$ cat src/rtl/sdram_port_arbiter.sv
// sdram_port_arbiter: shares the SDRAM controller command port between the
// LCD refill reader (fixed-length read bursts, highest priority) and the
// fractal pixel writer (up to WRITE_BURST_LENGTH words per grant).
// Optional build macro SDRAM_ARB_STARVE_GUARD_EN adds a writer starvation
// guard that forces a write grant after STARVE_LIMIT consecutive read grants
// issued while the writer was waiting.
module sdram_port_arbiter #(
  parameter int unsigned READ_BURST_LENGTH  = 8,
  parameter int unsigned WRITE_BURST_LENGTH = 8,
  parameter int unsigned STARVE_LIMIT       = 4
) (
  input  logic        clk,
  input  logic        reset_n,
  input  logic        rd_req,
  input  logic [21:0] rd_addr,
  output logic        rd_grant,
  output logic [31:0] rd_data,
  output logic        rd_data_valid,
  input  logic        wr_req,
  input  logic [21:0] wr_addr,
  input  logic [31:0] wr_data,
  output logic        wr_ack,
  output logic [1:0]  ctl_command,
  output logic [21:0] ctl_address,
  output logic [31:0] ctl_data_write,
  input  logic [31:0] ctl_data_read,
  input  logic        ctl_data_read_valid,
  input  logic        ctl_data_write_done,
  output logic        busy
);

  localparam int unsigned MAX_LEN = (READ_BURST_LENGTH > WRITE_BURST_LENGTH) ?
                                    READ_BURST_LENGTH : WRITE_BURST_LENGTH;
  localparam int unsigned CNT_W   = (MAX_LEN > 1) ? $clog2(MAX_LEN) : 1;
  localparam logic [CNT_W-1:0] RD_LAST = CNT_W'(READ_BURST_LENGTH - 1);
  localparam logic [CNT_W-1:0] WR_LAST = CNT_W'(WRITE_BURST_LENGTH - 1);

  localparam logic [1:0] CMD_IDLE  = 2'd0;
  localparam logic [1:0] CMD_WRITE = 2'd1;
  localparam logic [1:0] CMD_READ  = 2'd2;

  // Degenerate lengths would leave a burst with nothing to count.
  if (READ_BURST_LENGTH < 1 || WRITE_BURST_LENGTH < 1 || STARVE_LIMIT < 1) begin : g_param_check
    $error("sdram_port_arbiter: burst lengths and STARVE_LIMIT must be at least 1");
  end

  typedef enum logic [1:0] {
    IDLE  = 2'd0,
    WRITE = 2'd1,
    READ  = 2'd2
  } state_t;

  state_t           state_q;
  logic [CNT_W-1:0] cnt_q;
  logic [21:0]      addr_q;
  logic [1:0]       cmd_q;
  logic             rd_grant_q;
  logic [31:0]      rd_data_q;
  logic             rd_valid_q;
  logic             busy_q;

  logic             starved;
  logic             grant_rd;
  logic             grant_wr;

  // Grant decision in IDLE; reads win unless the writer is starved.
  always_comb begin
    grant_rd = (state_q == IDLE) && rd_req && !starved;
    grant_wr = (state_q == IDLE) && !grant_rd && wr_req;
  end

`ifdef SDRAM_ARB_STARVE_GUARD_EN
  localparam int unsigned STARVE_W = $clog2(STARVE_LIMIT + 1);
  localparam logic [STARVE_W-1:0] STARVE_MAX = STARVE_W'(STARVE_LIMIT);

  logic [STARVE_W-1:0] starve_q;
  logic [STARVE_W-1:0] starve_d;

  // Saturating count of read grants taken while the writer was waiting.
  always_comb begin
    starve_d = starve_q;
    if (grant_wr) begin
      starve_d = '0;
    end else if (grant_rd && wr_req && (starve_q != STARVE_MAX)) begin
      starve_d = starve_q + 1'b1;
    end
  end

  // Starvation counter register.
  always_ff @(posedge clk or negedge reset_n) begin
    if (!reset_n) begin
      starve_q <= '0;
    end else begin
      starve_q <= starve_d;
    end
  end

  // Writer is starved once the limit is reached and it is still asking.
  always_comb begin
    starved = (starve_q == STARVE_MAX) && wr_req;
  end
`else
  // Strict read priority: the writer is never promoted.
  always_comb begin
    starved = 1'b0;
  end
`endif

  // Arbiter FSM with registered command, grant, busy and read-return path.
  always_ff @(posedge clk or negedge reset_n) begin
    if (!reset_n) begin
      state_q    <= IDLE;
      cnt_q      <= '0;
      addr_q     <= '0;
      cmd_q      <= CMD_IDLE;
      rd_grant_q <= 1'b0;
      rd_data_q  <= '0;
      rd_valid_q <= 1'b0;
      busy_q     <= 1'b0;
    end else begin
      rd_grant_q <= 1'b0;
      rd_data_q  <= ctl_data_read;
      rd_valid_q <= (state_q == READ) && ctl_data_read_valid;
      case (state_q)
        IDLE: begin
          if (grant_rd) begin
            state_q    <= READ;
            cmd_q      <= CMD_READ;
            busy_q     <= 1'b1;
            addr_q     <= rd_addr;
            cnt_q      <= RD_LAST;
            rd_grant_q <= 1'b1;
          end else if (grant_wr) begin
            state_q <= WRITE;
            cmd_q   <= CMD_WRITE;
            busy_q  <= 1'b1;
            cnt_q   <= WR_LAST;
          end
        end
        READ: begin
          if (ctl_data_read_valid) begin
            if (cnt_q == '0) begin
              state_q <= IDLE;
              cmd_q   <= CMD_IDLE;
              busy_q  <= 1'b0;
            end else begin
              cnt_q <= cnt_q - 1'b1;
            end
          end
        end
        WRITE: begin
          if (ctl_data_write_done) begin
            if ((cnt_q == '0) || !wr_req) begin
              state_q <= IDLE;
              cmd_q   <= CMD_IDLE;
              busy_q  <= 1'b0;
            end else begin
              cnt_q <= cnt_q - 1'b1;
            end
          end
        end
        default: begin
          state_q <= IDLE;
          cmd_q   <= CMD_IDLE;
          busy_q  <= 1'b0;
        end
      endcase
    end
  end

  // Write words pass straight through; reads use the latched burst base.
  always_comb begin
    ctl_command    = cmd_q;
    ctl_address    = (state_q == WRITE) ? wr_addr : addr_q;
    ctl_data_write = (state_q == WRITE) ? wr_data : 32'd0;
    wr_ack         = (state_q == WRITE) && ctl_data_write_done;
    rd_grant       = rd_grant_q;
    rd_data        = rd_data_q;
    rd_data_valid  = rd_valid_q;
    busy           = busy_q;
  end

endmodule

$ cat config.mk
export PLATFORM = sky130hd
export DESIGN_NAME = sdram_port_arbiter
export DESIGN_NICKNAME = d
export VERILOG_FILES = /design/src/rtl/sdram_port_arbiter.sv
export SDC_FILE = /design/constraint.sdc
export NUM_CORES = 1
export LEC_CHECK = 0
export ABC_AREA = 1
export BUFFER_PORTS_ARGS = -buffer_cell sky130_fd_sc_hd__clkbuf_2
export CAP_MARGIN = 30
export CORE_MARGIN = 2
export CORE_UTILIZATION = 40
export CTS_CLUSTER_DIAMETER = 50
export DETAILED_ROUTE_END_ITERATION = 8
export HOLD_SLACK_MARGIN = 0.03
export PLACE_DENSITY = 0.82
export REMOVE_ABC_BUFFERS = 1
export SETUP_SLACK_MARGIN = 0.02
export SKIP_CTS_REPAIR_TIMING = 1
export SLEW_MARGIN = 5
export SYNTH_ARGS = -nofsm -noshare
export SYNTH_HDL_FRONTEND = slang
export SYNTH_SLANG_ARGS = --single-unit
$ cat constraint.sdc
create_clock -name clk -period 1.5 [get_ports clk]
set_input_delay 0.15 -clock clk [delete_from_list [all_inputs] [get_ports clk]]
set_output_delay 0.15 -clock clk [all_outputs]
set_load 0.03 [all_outputs]
== After elaboration in Yosys (flattened, before gate mapping) ==
Cells that the tools add are included.

* Word-level logic and storage cells: 56
* Bits of input ports: 114
* Bits in registers: 62
* Output and inout port bits: 92

* Equality and inequality tests: 9
* Reductions and logical operators: 14
* Add/subtract/negate cells: 1
* Mux-type cells: 25

{| class="wikitable"
|+ Operators with widths
! kind !! count
|-
| 32-bit 2-to-1 mux || 1
|-
| 22-bit 2-to-1 mux || 1
|-
| 3-bit 2-to-1 mux || 6
|-
| 2-bit 2-to-1 mux || 6
|-
| 2-bit != test, second input constant || 5
|-
| 3-bit case mux with 3 select lines || 1
|-
| 1-bit 2-to-1 mux || 8
|-
| 2-bit case mux with 3 select lines || 1
|-
| 6-bit AND reduction || 1
|-
| 1-bit logical AND || 5
|-
| 5-bit AND reduction || 1
|-
| 3-bit logical NOT || 1
|-
| 3-bit != test, second input constant || 1
|-
| 1-bit case mux with 3 select lines || 1
|-
| 3-bit nonzero test || 1
|-
| 3-bit by 1-bit subtractor with 3-bit output, second input constant || 1
|-
| 2-bit by 1-bit equality test with 1-bit output, second input constant || 1
|-
| 2-bit equality test, second input constant || 1
|-
| 1-bit logical NOT || 2
|-
| 2-bit logical NOT || 1
|-
| 2-bit by 1-bit != test with 1-bit output, second input constant || 1
|-
| 2-bit AND reduction || 1
|-
| 1-bit logical OR || 1
|}

== Depth between registers and ports, before layout ==
* Depth in word-level cells: 8
* Gate-level depth with buffers: 9
* Mapped depth without buffers: 9

== Worst setup path after synthesis ==
Ideal clock, no wire load.

* Path kind: flip-flop to output port
* From: register ctl_command[1] (netlist name)
* To: output port ctl_address[16]
* Arrival time: 1832 ps
* Path slack: -482 ps
* Data required time: 1350 ps
* Path buffers: 2
* Cell stages (with the launch flop): 6
* Path through: dfrtp_1 -> inv_1 -> ha_1 -> buf_6 -> buf_2 -> o21ai_0

{| class="wikitable"
|+ RTL lines
! what !! line !! source
|-
| end, declared || 24 || <nowiki>output logic [21:0] ctl_address,</nowiki>
|}

==> results.tsv <==
stage	metric	value	unit
worst_setup_path	reg2reg_slack	-0.13	ns
global_route	grt_pass1_vias	2532	
job	drv_cap	0	
synth	yosys.area.top_type_share	56.0	%
cells_and_area	layout-drive-gt1-share	58.2	%
global_route	grt_pass1_wl	10.7	mm
timing	worst_slack	-0.291	ns
cells_and_area	n_antenna_cell	0	
power_and_ir_drop	switching_power	4600	uW
synth	ys_ff_latch	62	
min_path	hold_path_depth	3	
worst_setup_path	rr_startpoint	ctl_command[0]	
worst_setup_path	cp-start-kind	flop	
drt	dr.pass1.iters	4	
global_route	antenna_found_initial	0	
drt	wirelength	11.1	mm
worst_setup_path	crit_start	ctl_command[1]	
cells_and_area	final_cell_area	5340	um2
floorplanning	start_util	41.0	%
cells_and_area	fin_util	79.0	%
worst_setup_path	r2r_cells	10	
place	place_area	3890	um2
worst_setup_path	setup.worst_path.end_class	output port	
worst_setup_path	crit_path_end	ctl_address[3]	
synth	synth_top_area_cell	dfrtp_1	
clock_tree	cts_buffer_depth	2	
clock_tree	htree_levels	3	
floorplanning	dieArea	7610	um2
worst_setup_path	cp.arrival	1.64	ns
worst_setup_path	crit_fanout	8	
global_route	grtUsageTotal	18.4	%
timing	slew_headroom	78.2	%
clock_tree	cts_tree	built	
synth	synth.distinct_cells	22	
timing	post-route-min-period	1.79	ns
cells_and_area	ff_latch_area	1550	um2
worst_setup_path	crit_type	reg2out	
drt	via_count	3199	
worst_setup_path	cp.required	1.35	ns
cells_and_area	area_delta_synth_final	92.7	%
drt	ant_nets	0	
timing	final.setup_skew	0.0120	ns
floorplanning	coreArea	6760	um2
power_and_ir_drop	p_int	5620	uW
timing	rsz0062_at_grt	yes	
clock_tree	cts.reportedPaths.clkPinSlew	0.08	ns
clock_tree	cts-buffers-inserted	9	
cells_and_area	finalNetCount	697	
status	outcome	complete, but fails checks	
drt	drt_iter0_drc	120	
synth	avgSynthCellArea	8.83	um2
clock_tree	clk_latency	0.34	ns
place	gp_congestion	0.768	
timing	setup_violations	61	
global_route	overflow	0	
cells_and_area	nFillCells	415	
timing	timing.final.crit_share	119	%
power_and_ir_drop	powerDensity	1920	nW/um2
cells_and_area	layout_common_cells	clkbuf_2, nand2_1, dfrtp_1	
worst_setup_path	r2r_end	ctl_command[1]	
cells_and_area	multi_input_area	1120	um2
floorplanning	die_h	87.2	um
clock_tree	clock_sinks	62	
timing	maxSlewViolCount	0	
timing	max_freq	558	MHz
synth	yosys-top-cells-area	dfrtp_1, nand2_1, inv_1	
floorplanning	die_w	87.2	um
min_path	hold_class	in2reg	
global_route	grt_max_degree	63	
synth	ys_warn_count	0	
power_and_ir_drop	p_comb_share	63.4	%
drt	drc	0	
timing	finalHoldViolations	0	
drt	vias_per_cell	4.83	
cells_and_area	final_common_cell	clkbuf_2	
place	port_buffers	205	
synth	seq_area_frac_synth	56.0	%
place	hpwlAfterDp	5.44	mm
synth	syn_inst	314	
timing	worstMarginPinSlew	0.327	ns
power_and_ir_drop	p_leak	0.00302	uW
status	violations	negative setup slack	
power_and_ir_drop	vdd_drop_max	1.00	mV
drt	routedWlPerCell	16.7	um
floorplanning	io_pins	206	
power_and_ir_drop	switching_share	45.0	%
clock_tree	root_buffer	clkbuf_8	
power_and_ir_drop	p_seq_share	22.1	%
power_and_ir_drop	p_clk_share	14.5	%
floorplanning	rows	30	
synth	netlist_area	2770	um2
-- per-stage QoR --
stage / setup WS (ns) / hold WS [ns] / power, uW / cells / TNS [ns]
2_1_floorplan: -1.41 / -0.146 / 5050 / 301 / -71.04
3_3_place_gp: 0.110 / 0.184 / 6280 / 592 / 0
3_5_place_dp: 0.0354 / 0.190 / 6420 / 592 / 0
4_1_cts: -0.330 / -0.176 / 7900 / 608 / -15.10
5_1_grt: -0.379 / 0.0282 / 10800 / 662 / -13.65
6_report: -0.291 / 0.0128 / 10200 / 662 / -10.34
-- routing by layer --
| layer | GRT usage [%] | routed length [um] | vias up |
|---|---|---|---|
| li1 | - | - | 1459 |
| met1 | 17.5 | 3570 | 1532 |
| met2 | 36.8 | 6400 | 164 |
| met3 | 5.02 | 694 | 44 |
| met4 | 6.57 | 401 | 0 |
| met5 | 0 | 0 | - |
-- worst min-delay path by stage --
stage,startpoint,end
floorplan,reset_n,addr_q[0]
global placement,reset_n,rd_data[26]
detailed placement,reset_n,rd_data[26]
CTS,reset_n,rd_data[26]
global route,rd_addr[19],addr_q[19]
finish,rd_addr[17],addr_q[17]
-- final cells by class --
class / count / share of cell area [%]
repair buffers: 265 / 39.4
flip-flops and latches: 62 / 29.1
multi-input cells: 170 / 21.0
inverters: 69 / 4.90
clock buffers: 10 / 2.39
well taps: 80 / 1.87
clock inverters: 6 / 1.34
-- state kept, by name, summed over array words and instances, names as in the netlist --
| name | flops |
|---|---|
| busy | 1 |
| cnt_q | 3 |
| addr_q | 22 |
| rd_data | 32 |
| rd_grant | 1 |
| rd_data_valid | 1 |
| ctl_command | 2 |
-- logic make-up (layout without fill, tap and decap cells) --
family          Yosys count  in the layout  share of synthesized area, %
compound gates           44             44                          8.76
simple gates            119            119                          18.4
buf+inv                  82            350                          13.8
xor+xnor                  1              1                         0.316
fa+ha+maj                 6              6                          2.71
flops                    62             62                          56.0
-- power groups by stage --
stage / clock (uW) / combinational (uW) / sequential, uW
final: 1480 / 6480 / 2260
after global placement: 0 / 4020 / 2250
after detailed placement: 0 / 4140 / 2270
after global routing: 1580 / 6870 / 2310
after floorplan: 0 / 2610 / 2440
after CTS: 1500 / 4160 / 2240
-- critical path, cell delays in order (launching register included) --
cell,delay (ns)
dfrtp_1,0.39
inv_2,0.09
ha_4,0.16
buf_12,0.15
clkbuf_16,0.16
nand2_1,0.06
o21ai_1,0.10
buf_4,0.19
-- Yosys cell counts --
cell type / number
nor2_4: 1
ha_1: 6
xnor2_1: 1
o21ai_0: 38
clkbuf_2: 1
buf_6: 3
inv_2: 1
nand2_1: 98
nand2_4: 2
buf_2: 3
o21ai_2: 6
dfrtp_1: 62
nand3b_1: 1
inv_4: 1
buf_4: 3
nand3_2: 2
inv_1: 67
nor2_2: 1
buf_8: 3
nand3_1: 8
nor2_1: 1
nand2_2: 5
(Power assumes the default switching activity.)
